**config.mk**
```make
export PLATFORM = sky130hd
export DESIGN_NAME = frame_parity_rx
export DESIGN_NICKNAME = d
export VERILOG_FILES = /design/src/rtl/frame_parity_rx.sv
export SDC_FILE = /design/constraint.sdc
export NUM_CORES = 1
export LEC_CHECK = 0
export CAP_MARGIN = 30
export CORE_UTILIZATION = 48
export DETAILED_ROUTE_END_ITERATION = 12
export PLACE_DENSITY = 0.84
export SLEW_MARGIN = 20
export SYNTH_ARGS = -nofsm -noshare
export SYNTH_HDL_FRONTEND = slang
export SYNTH_SLANG_ARGS = --single-unit
```
**constraint.sdc**
```tcl
create_clock -name clk -period 1.45 [get_ports clk]
set_input_delay 0.435 -clock clk [delete_from_list [all_inputs] [get_ports clk]]
set_output_delay 0.435 -clock clk [all_outputs]
set_load 0.1 [all_outputs]
```
**src/rtl/frame_parity_rx.sv**
```systemverilog
// rtl/frame_parity_rx.sv - parity-checked serial frame receiver with one-deep holding register
// Optional error counter enabled by defining FRAME_PARITY_RX_ERRCNT_EN.
module frame_parity_rx #(
  parameter int DATA_W     = 10,
  parameter int ODD_PARITY = 0
) (
  input  logic              clk,
  input  logic              rst,
  input  logic              bit_en,
  input  logic              rx_bit,
  output logic [DATA_W-1:0] out_data,
  output logic              out_valid,
  input  logic              out_ready,
  output logic              par_err,
  output logic              frame_err,
  output logic              overrun,
  output logic              busy
`ifdef FRAME_PARITY_RX_ERRCNT_EN
  ,
  output logic [15:0]       err_count
`endif
);

  localparam logic [1:0] ST_IDLE   = 2'd0;
  localparam logic [1:0] ST_DATA   = 2'd1;
  localparam logic [1:0] ST_PARITY = 2'd2;
  localparam logic [1:0] ST_STOP   = 2'd3;

  localparam int            CW   = (DATA_W > 1) ? $clog2(DATA_W) : 1;
  localparam logic [CW-1:0] LAST = CW'(DATA_W - 1);

  logic [1:0]        state;
  logic [CW-1:0]     count;
  logic [DATA_W-1:0] shreg;
  logic              par_q;
  logic              perr_q;
  logic              complete;
  logic              accept;
  logic              load;

  assign complete = bit_en && (state == ST_STOP);
  assign accept   = out_valid & out_ready;
  // A frame may land in the same cycle the consumer drains the previous one.
  assign load     = complete & (~out_valid | out_ready);
  assign busy     = (state != ST_IDLE);

  always_ff @(posedge clk) begin
    if (rst) begin
      state     <= ST_IDLE;
      count     <= '0;
      shreg     <= '0;
      par_q     <= 1'b0;
      perr_q    <= 1'b0;
      out_data  <= '0;
      out_valid <= 1'b0;
      par_err   <= 1'b0;
      frame_err <= 1'b0;
      overrun   <= 1'b0;
    end else begin
      if (bit_en) begin
        case (state)
          ST_IDLE: begin
            if (!rx_bit) begin
              state <= ST_DATA;
              count <= '0;
              shreg <= '0;
              par_q <= (ODD_PARITY != 0);
            end
          end
          ST_DATA: begin
            // LSB-first shift: after DATA_W strobes the first bit sits at bit 0.
            shreg <= {rx_bit, shreg[DATA_W-1:1]};
            par_q <= par_q ^ rx_bit;
            count <= count + CW'(1);
            if (count == LAST) state <= ST_PARITY;
          end
          ST_PARITY: begin
            perr_q <= par_q ^ rx_bit;
            state  <= ST_STOP;
          end
          default: begin
            state <= ST_IDLE;
          end
        endcase
      end

      if (load) begin
        out_data  <= shreg;
        par_err   <= perr_q;
        frame_err <= ~rx_bit;
        out_valid <= 1'b1;
      end else begin
        if (accept) out_valid <= 1'b0;
        if (complete) overrun <= 1'b1;
      end
    end
  end

`ifdef FRAME_PARITY_RX_ERRCNT_EN
  always_ff @(posedge clk) begin
    if (rst) begin
      err_count <= '0;
    end else if (complete && (perr_q || !rx_bit) && (err_count != 16'hFFFF)) begin
      err_count <= err_count + 16'd1;
    end
  end
`endif

endmodule

```
# Word-level counts from Yosys, hierarchy flattened
# Cells that the tools add are included.
[op_classes] n_eq_ne=6 addsub=1 n_mux=11 n_reduce_logical=9 bitwise=7
[op_table] operator="10-bit one-hot mux with 2 select lines" n=1
[op_table] operator="10-bit two-way mux" n=1
[op_table] operator="4-bit one-hot mux with 2 select lines" n=1
[op_table] operator="2-bit one-hot mux with 3 select lines" n=1
[op_table] operator="3-bit AND reduction" n=2
[op_table] operator="2-bit nonzero test" n=3
[op_table] operator="4-bit by 1-bit adder with 4-bit output, second input constant" n=1
[op_table] operator="2-bit == test, second input constant" n=2
[op_table] operator="4-bit == test, second input constant" n=1
[op_table] operator="2-bit two-way mux" n=2
[op_table] operator="4-bit two-way mux" n=1
[op_table] operator="2-bit inequality test, second input constant" n=2
[op_table] operator="2-bit AND reduction" n=2
[op_table] operator="1-bit two-way mux" n=3
[op_table] operator="1-bit NOT" n=3
[op_table] operator="1-bit AND" n=2
[op_table] operator="2-bit by 1-bit == test with 1-bit output, second input constant" n=1
[op_table] operator="2-bit zero test" n=1
[op_table] operator="1-bit one-hot mux with 2 select lines" n=1
[op_table] operator="1-bit logical AND" n=1
[op_table] operator="1-bit OR" n=1
[op_table] operator="1-bit XOR" n=1
[totals] regBits=32 wordCells=44 input_bits=5

# Logic depth before layout (Yosys ltp)
[depth] word_depth=5 ltp_mapped=7

# Worst setup path after synthesis
# OpenSTA, ideal clock, no wires.
[synth_path] path_kind="register to register" start="register out_valid" end="register out_data[1]" path_stages_with_launch=5 t_arrival_ns=1.723 slack_ns=-0.344 required_time_ns=1.379 period_less_slack_ns=1.794 setup_time_ns=0.071 cell_sequence="dfxtp_1 nor2b_1 clkbuf_1 o21ai_0 a21oi_1"
[synth_between] elab_chain_cells=3
[synth_rtl] element="start, declared" line="12" source="output logic out_valid,"
[synth_rtl] element="start signal, assigned" line="55" source="out_valid <= 1'b0;"
[synth_rtl] element="start signal, assigned" line="91" source="out_valid <= 1'b1;"
[synth_rtl] element="start signal, assigned" line="93" source="if (accept) out_valid <= 1'b0;"
[synth_rtl] element="1-bit NOT" line="44" source="assign load = complete & (~out_valid | out_ready);"
[synth_rtl] element="1-bit OR" line="44"
[synth_rtl] element="1-bit AND" line="44"
[synth_rtl] element="end signal, assigned" line="88" source="out_data <= shreg;"
[synth_rtl] element="end, declared" line="11" source="output logic [DATA_W-1:0] out_data,"
# No other way between the ends.
# A chain may end at the register's enable or synchronous reset.

# Worst setup path after layout
[layout_path] start="register state[0]" end="register count[3]"
[layout_between] elab_chain_cells=3
[layout_rtl] element="start, declared" line="32" source="logic [1:0] state;"
[layout_rtl] element="start signal, assigned" line="49" source="state <= ST_IDLE;"
[layout_rtl] element="start signal, assigned" line="64" source="state <= ST_DATA;"
[layout_rtl] element="start signal, assigned" line="75" source="if (count == LAST) state <= ST_PARITY;"
[layout_rtl] element="2-bit by 1-bit == test with 1-bit output or 2-bit zero test (tied branches)" line="61" source="case (state)"
[layout_rtl] element="2-bit nonzero test (no line) or 2-bit inequality test (tied branches)"
[layout_rtl] element="3-bit AND reduction (no line)"
[layout_rtl] element="end signal, assigned" line="74" source="count <= count + CW'(1);"
[layout_rtl] element="end, declared" line="33" source="logic [CW-1:0] count;"
# Several ways; a longest one is shown, not always the timed one.

==> summary.log <==
INFO  placement      placed_area=1850squm
INFO  global_route   grt_util_all_layers=0.219
INFO  setup_path     crit_type=reg -> reg
INFO  yosys          synth_seq_area_share=0.450
INFO  drt            drt_pre_antenna_iters=4
INFO  yosys          synth.net_count=174
INFO  die            die_outline_area=3190squm
INFO  timing         clock_period_minus_final_worst_setup_slack=1.63ns
INFO  timing         worst_slack=-0.175ns
INFO  drt            drt-initial-drc-count=45
INFO  setup_path     critPathCaptureType=register
INFO  die            die_width=56.4um
INFO  timing         timing.setup.tns=-1.90ns
INFO  timing         clock_skew=0.00451ns
INFO  clock_network  cts_inserted_buffers=5
INFO  clock_network  cts_max_path_buffers=2
INFO  final_layout   antenna-diode-count=0
INFO  placement      io_buffers=19
INFO  global_route   first_global_vias=1,252
INFO  timing         min_period_over_period=1.12
INFO  final_layout   area_growth=53.4%
INFO  yosys          synth_edf_count=0
INFO  timing         report.final.hold_viol_count=0
INFO  placement      gp_routability_congestion=0.838
INFO  global_route   grt_antenna_before_repair=0
INFO  yosys          synth_area_leaders=sky130_fd_sc_hd__dfxtp_1 (45%), sky130_fd_sc_hd__a21oi_1 (10%), sky130_fd_sc_hd__nand3_1 (7.4%), sky130_fd_sc_hd__o21ai_0 (7.0%), sky130_fd_sc_hd__ha_1 (5.3%)
INFO  final_layout   share_of_the_core_filled_with_cells_in_the_final_layout=0.785
INFO  die            die_height=56.4um
INFO  die            i_o_pins=20
INFO  timing         max_freq=615MHz
INFO  timing         slew_limit_fails=0
INFO  run            max_cap_violations=0
INFO  setup_path     critical_path_arrival=1.85ns
INFO  drt            post_drt_via_cell_ratio=5.79
INFO  global_route   grt_remaining_overflow=0
INFO  drt            total_vias_in_the_final_route=1,356
INFO  run_status     violations=negative setup slack
INFO  timing         setup_repair_after_global_routing_missed_its_margin=yes
INFO  yosys          syn-mean-instance-area=8.73squm
INFO  yosys          synthesis.instances=163
INFO  clock_network  clock_insertion_delay_worst_skew=0.33ns
INFO  drt            remaining_drc_errors=0
INFO  setup_path     worst-endpoint-required=1.67ns
INFO  setup_path     critical_path.cell_chain=inv_4, ha_4, buf_4, buf_6, buf_6, nor2_4, nor2_4, a311oi_1
INFO  yosys          syn_area=1420squm
INFO  yosys          ys_warn_count=0
INFO  power_and_ir_drop static-leakage-power=0.000771uW
INFO  timing         max_slew_margin_vs_limit=0.716
INFO  drt            wire_per_inst=15.4um
INFO  yosys          top_reg_cell_synth=sky130_fd_sc_hd__dfxtp_1
INFO  clock_network  cts-htree-levels=2
INFO  setup_path     start_kind=register
INFO  final_layout   layout-drive-gt1-share=0.404
INFO  global_route   wire_length_of_the_first_global_routing_pass=5.47mm
INFO  hold_path      timing.hold.worst.class=reg -> reg
INFO  setup_path     cpMaxStageDelayCell=sky130_fd_sc_hd__dfxtp_4
INFO  placement      hpwl=2.29mm
INFO  power_and_ir_drop worst_voltage_drop_across_the_vdd_grid=897uV
INFO  final_layout   post-route-cell-area=2180squm
INFO  clock_network  cts.reportedPaths.clkPinSlew=0.09ns
INFO  die            core.rowCount=19
INFO  yosys          ys_seq_elements=32
INFO  drt            antenna_violating_nets_post_route=0
INFO  global_route   grt_max_degree=22
INFO  clock_network  cts_root_buf=sky130_fd_sc_hd__clkbuf_4
INFO  yosys          synth.largest_area_cell=sky130_fd_sc_hd__dfxtp_1
INFO  run_status     run_status=finished, violations left
INFO  clock_network  tritoncts_num_sinks=32
INFO  clock_network  tritoncts_clock_tree=done
INFO  yosys          synth_common_cells=sky130_fd_sc_hd__dfxtp_1 (32), sky130_fd_sc_hd__a21oi_1 (29), sky130_fd_sc_hd__nand3_1 (21)
INFO  die            core_outline_area=2780squm
INFO  power_and_ir_drop cellPowerDensity=936nW/um^2
INFO  setup_path     path_max_fanout=6
INFO  power_and_ir_drop total_power=2040uW
INFO  timing         worst_pin_slew=0.424ns
INFO  timing         report.final.setup_viol=17
INFO  yosys          synth_most_common_cell=sky130_fd_sc_hd__dfxtp_1
INFO  die            initial_core_util=0.511
INFO  final_layout   final_net_count=213
INFO  yosys          synth.lib_cells_used.distinct=31
INFO  drt            totalWireLength=3.59mm
INFO  yosys          netlist.area_leader.share=0.450
INFO  setup_path     cp_slowest_stage_delay=0.37ns
INFO  yosys          synth-async-reset-ratio=0
==> worst paths after layout <==
path         slack [ns]             startpoint               endpoint  cells after the start
max               -0.18  state[0]$_SDFFE_PP0P_  count[3]$_SDFFE_PP0P_                      8
min                0.48  shreg[8]$_SDFFE_PP0P_  shreg[8]$_SDFFE_PP0P_                      2
max reg2reg       -0.18  state[0]$_SDFFE_PP0P_  count[3]$_SDFFE_PP0P_                      8
min reg2reg        0.48  shreg[8]$_SDFFE_PP0P_  shreg[8]$_SDFFE_PP0P_                      2
==> state kept, by name (all words and copies together), names as in the netlist <==
register / count
out_data: 10
shreg: 10
count: 4
state: 2
frame_err: 1
out_valid: 1
overrun: 1
par_err: 1
par_q: 1
perr_q: 1
==> power breakdown <==
group	leakage [uW]	total, uW	switching (uW)	internal, uW
Combinational	0.000478	610	313	297
Clock	0.0000326	528	289	239
Sequential	0.000260	903	13.4	890
Total	0.000771	2040	615	1430
==> through the flow <==
step                      worst slack, ns  hold WS, ns  instances
after global placement             -0.305        0.465        213
after floorplan                   -0.0341        0.442        163
after detailed placement           -0.406        0.470        213
after global routing               -0.244        0.508        234
final                              -0.175        0.483        234
after CTS                          -0.172        0.485        226
==> final cells by class <==
cell class / count / area [sq um]
sequential: 32 / 652
inverter: 4 / 23.8
fill: 180 / 599
multi-input combinational: 113 / 810
tap: 31 / 38.8
timing repair buffer: 46 / 599
clock buffer: 8 / 58.8
==> worst max-delay path: cells and delay by family, from the launching register on <==
kind / cells / cell delay [ns]
flops: 1 / 0.37
fa+ha+maj: 1 / 0.16
buf+inv: 4 / 0.40
compound gates: 1 / 0.31
simple gates: 2 / 0.28
==> cells by family (layout without fill, tap and decap cells) <==
family,after synthesis,in the layout,share of synthesized area
AOI/OAI and AO/OA,61,61,0.241
xor gates and xnor gates,1,1,0.00616
adders and majority gates,6,6,0.0528
buffers and inverters,18,58,0.0668
DFF,32,32,0.450
muxes,2,2,0.0150
and+or+nand+nor,43,43,0.168
==> cells in the final DEF (no fill, tap or decap), types with 2 or more instances in the layout <==
cell / synthesis / final
sky130_fd_sc_hd__ha_2: 0 / 2
sky130_fd_sc_hd__clkbuf_4: 0 / 5
sky130_fd_sc_hd__nand2_2: 0 / 2
sky130_fd_sc_hd__clkbuf_1: 6 / 2
sky130_fd_sc_hd__nand2b_1: 3 / 3
sky130_fd_sc_hd__a31oi_1: 2 / 2
sky130_fd_sc_hd__a21oi_1: 29 / 25
sky130_fd_sc_hd__ha_1: 6 / 3
sky130_fd_sc_hd__o21ai_1: 3 / 9
sky130_fd_sc_hd__clkdlybuf4s50_1: 0 / 4
sky130_fd_sc_hd__dfxtp_1: 32 / 29
sky130_fd_sc_hd__buf_12: 0 / 16
sky130_fd_sc_hd__nor2_1: 4 / 3
sky130_fd_sc_hd__or2b_1: 2 / 2
sky130_fd_sc_hd__nand3_1: 21 / 21
sky130_fd_sc_hd__nand3b_1: 3 / 3
sky130_fd_sc_hd__a311oi_1: 4 / 3
sky130_fd_sc_hd__o21ai_0: 20 / 6
sky130_fd_sc_hd__and2_4: 0 / 2
sky130_fd_sc_hd__buf_4: 2 / 18
sky130_fd_sc_hd__nor2_4: 0 / 2
sky130_fd_sc_hd__a21oi_2: 1 / 3
sky130_fd_sc_hd__inv_4: 0 / 2
sky130_fd_sc_hd__a21oi_4: 0 / 2
sky130_fd_sc_hd__buf_6: 2 / 7
sky130_fd_sc_hd__o21ai_2: 0 / 7
sky130_fd_sc_hd__dfxtp_4: 0 / 3
==> routing by layer <==
| layer | vias up | wire length (um) | track usage |
|---|---|---|---|
| met3 | 8 | 138 | 0.0507 |
| met4 | 0 | 54 | 0.105 |
| met5 | - | 0 | 0 |
| met1 | 640 | 1520 | 0.253 |
| li1 | 663 | - | - |
| met2 | 45 | 1880 | 0.378 |
==> what timing repair did <==
action,4_1_cts,5_1_grt
endpoints found under the setup margin,13,30
cloned,0,2
hold buffers,0,0
pin swaps,1,10
endpoints found under the hold margin,0,0
resized for setup,21,38
setup buffers,5,6
No activity file was read; power rests on OpenSTA's default activity.
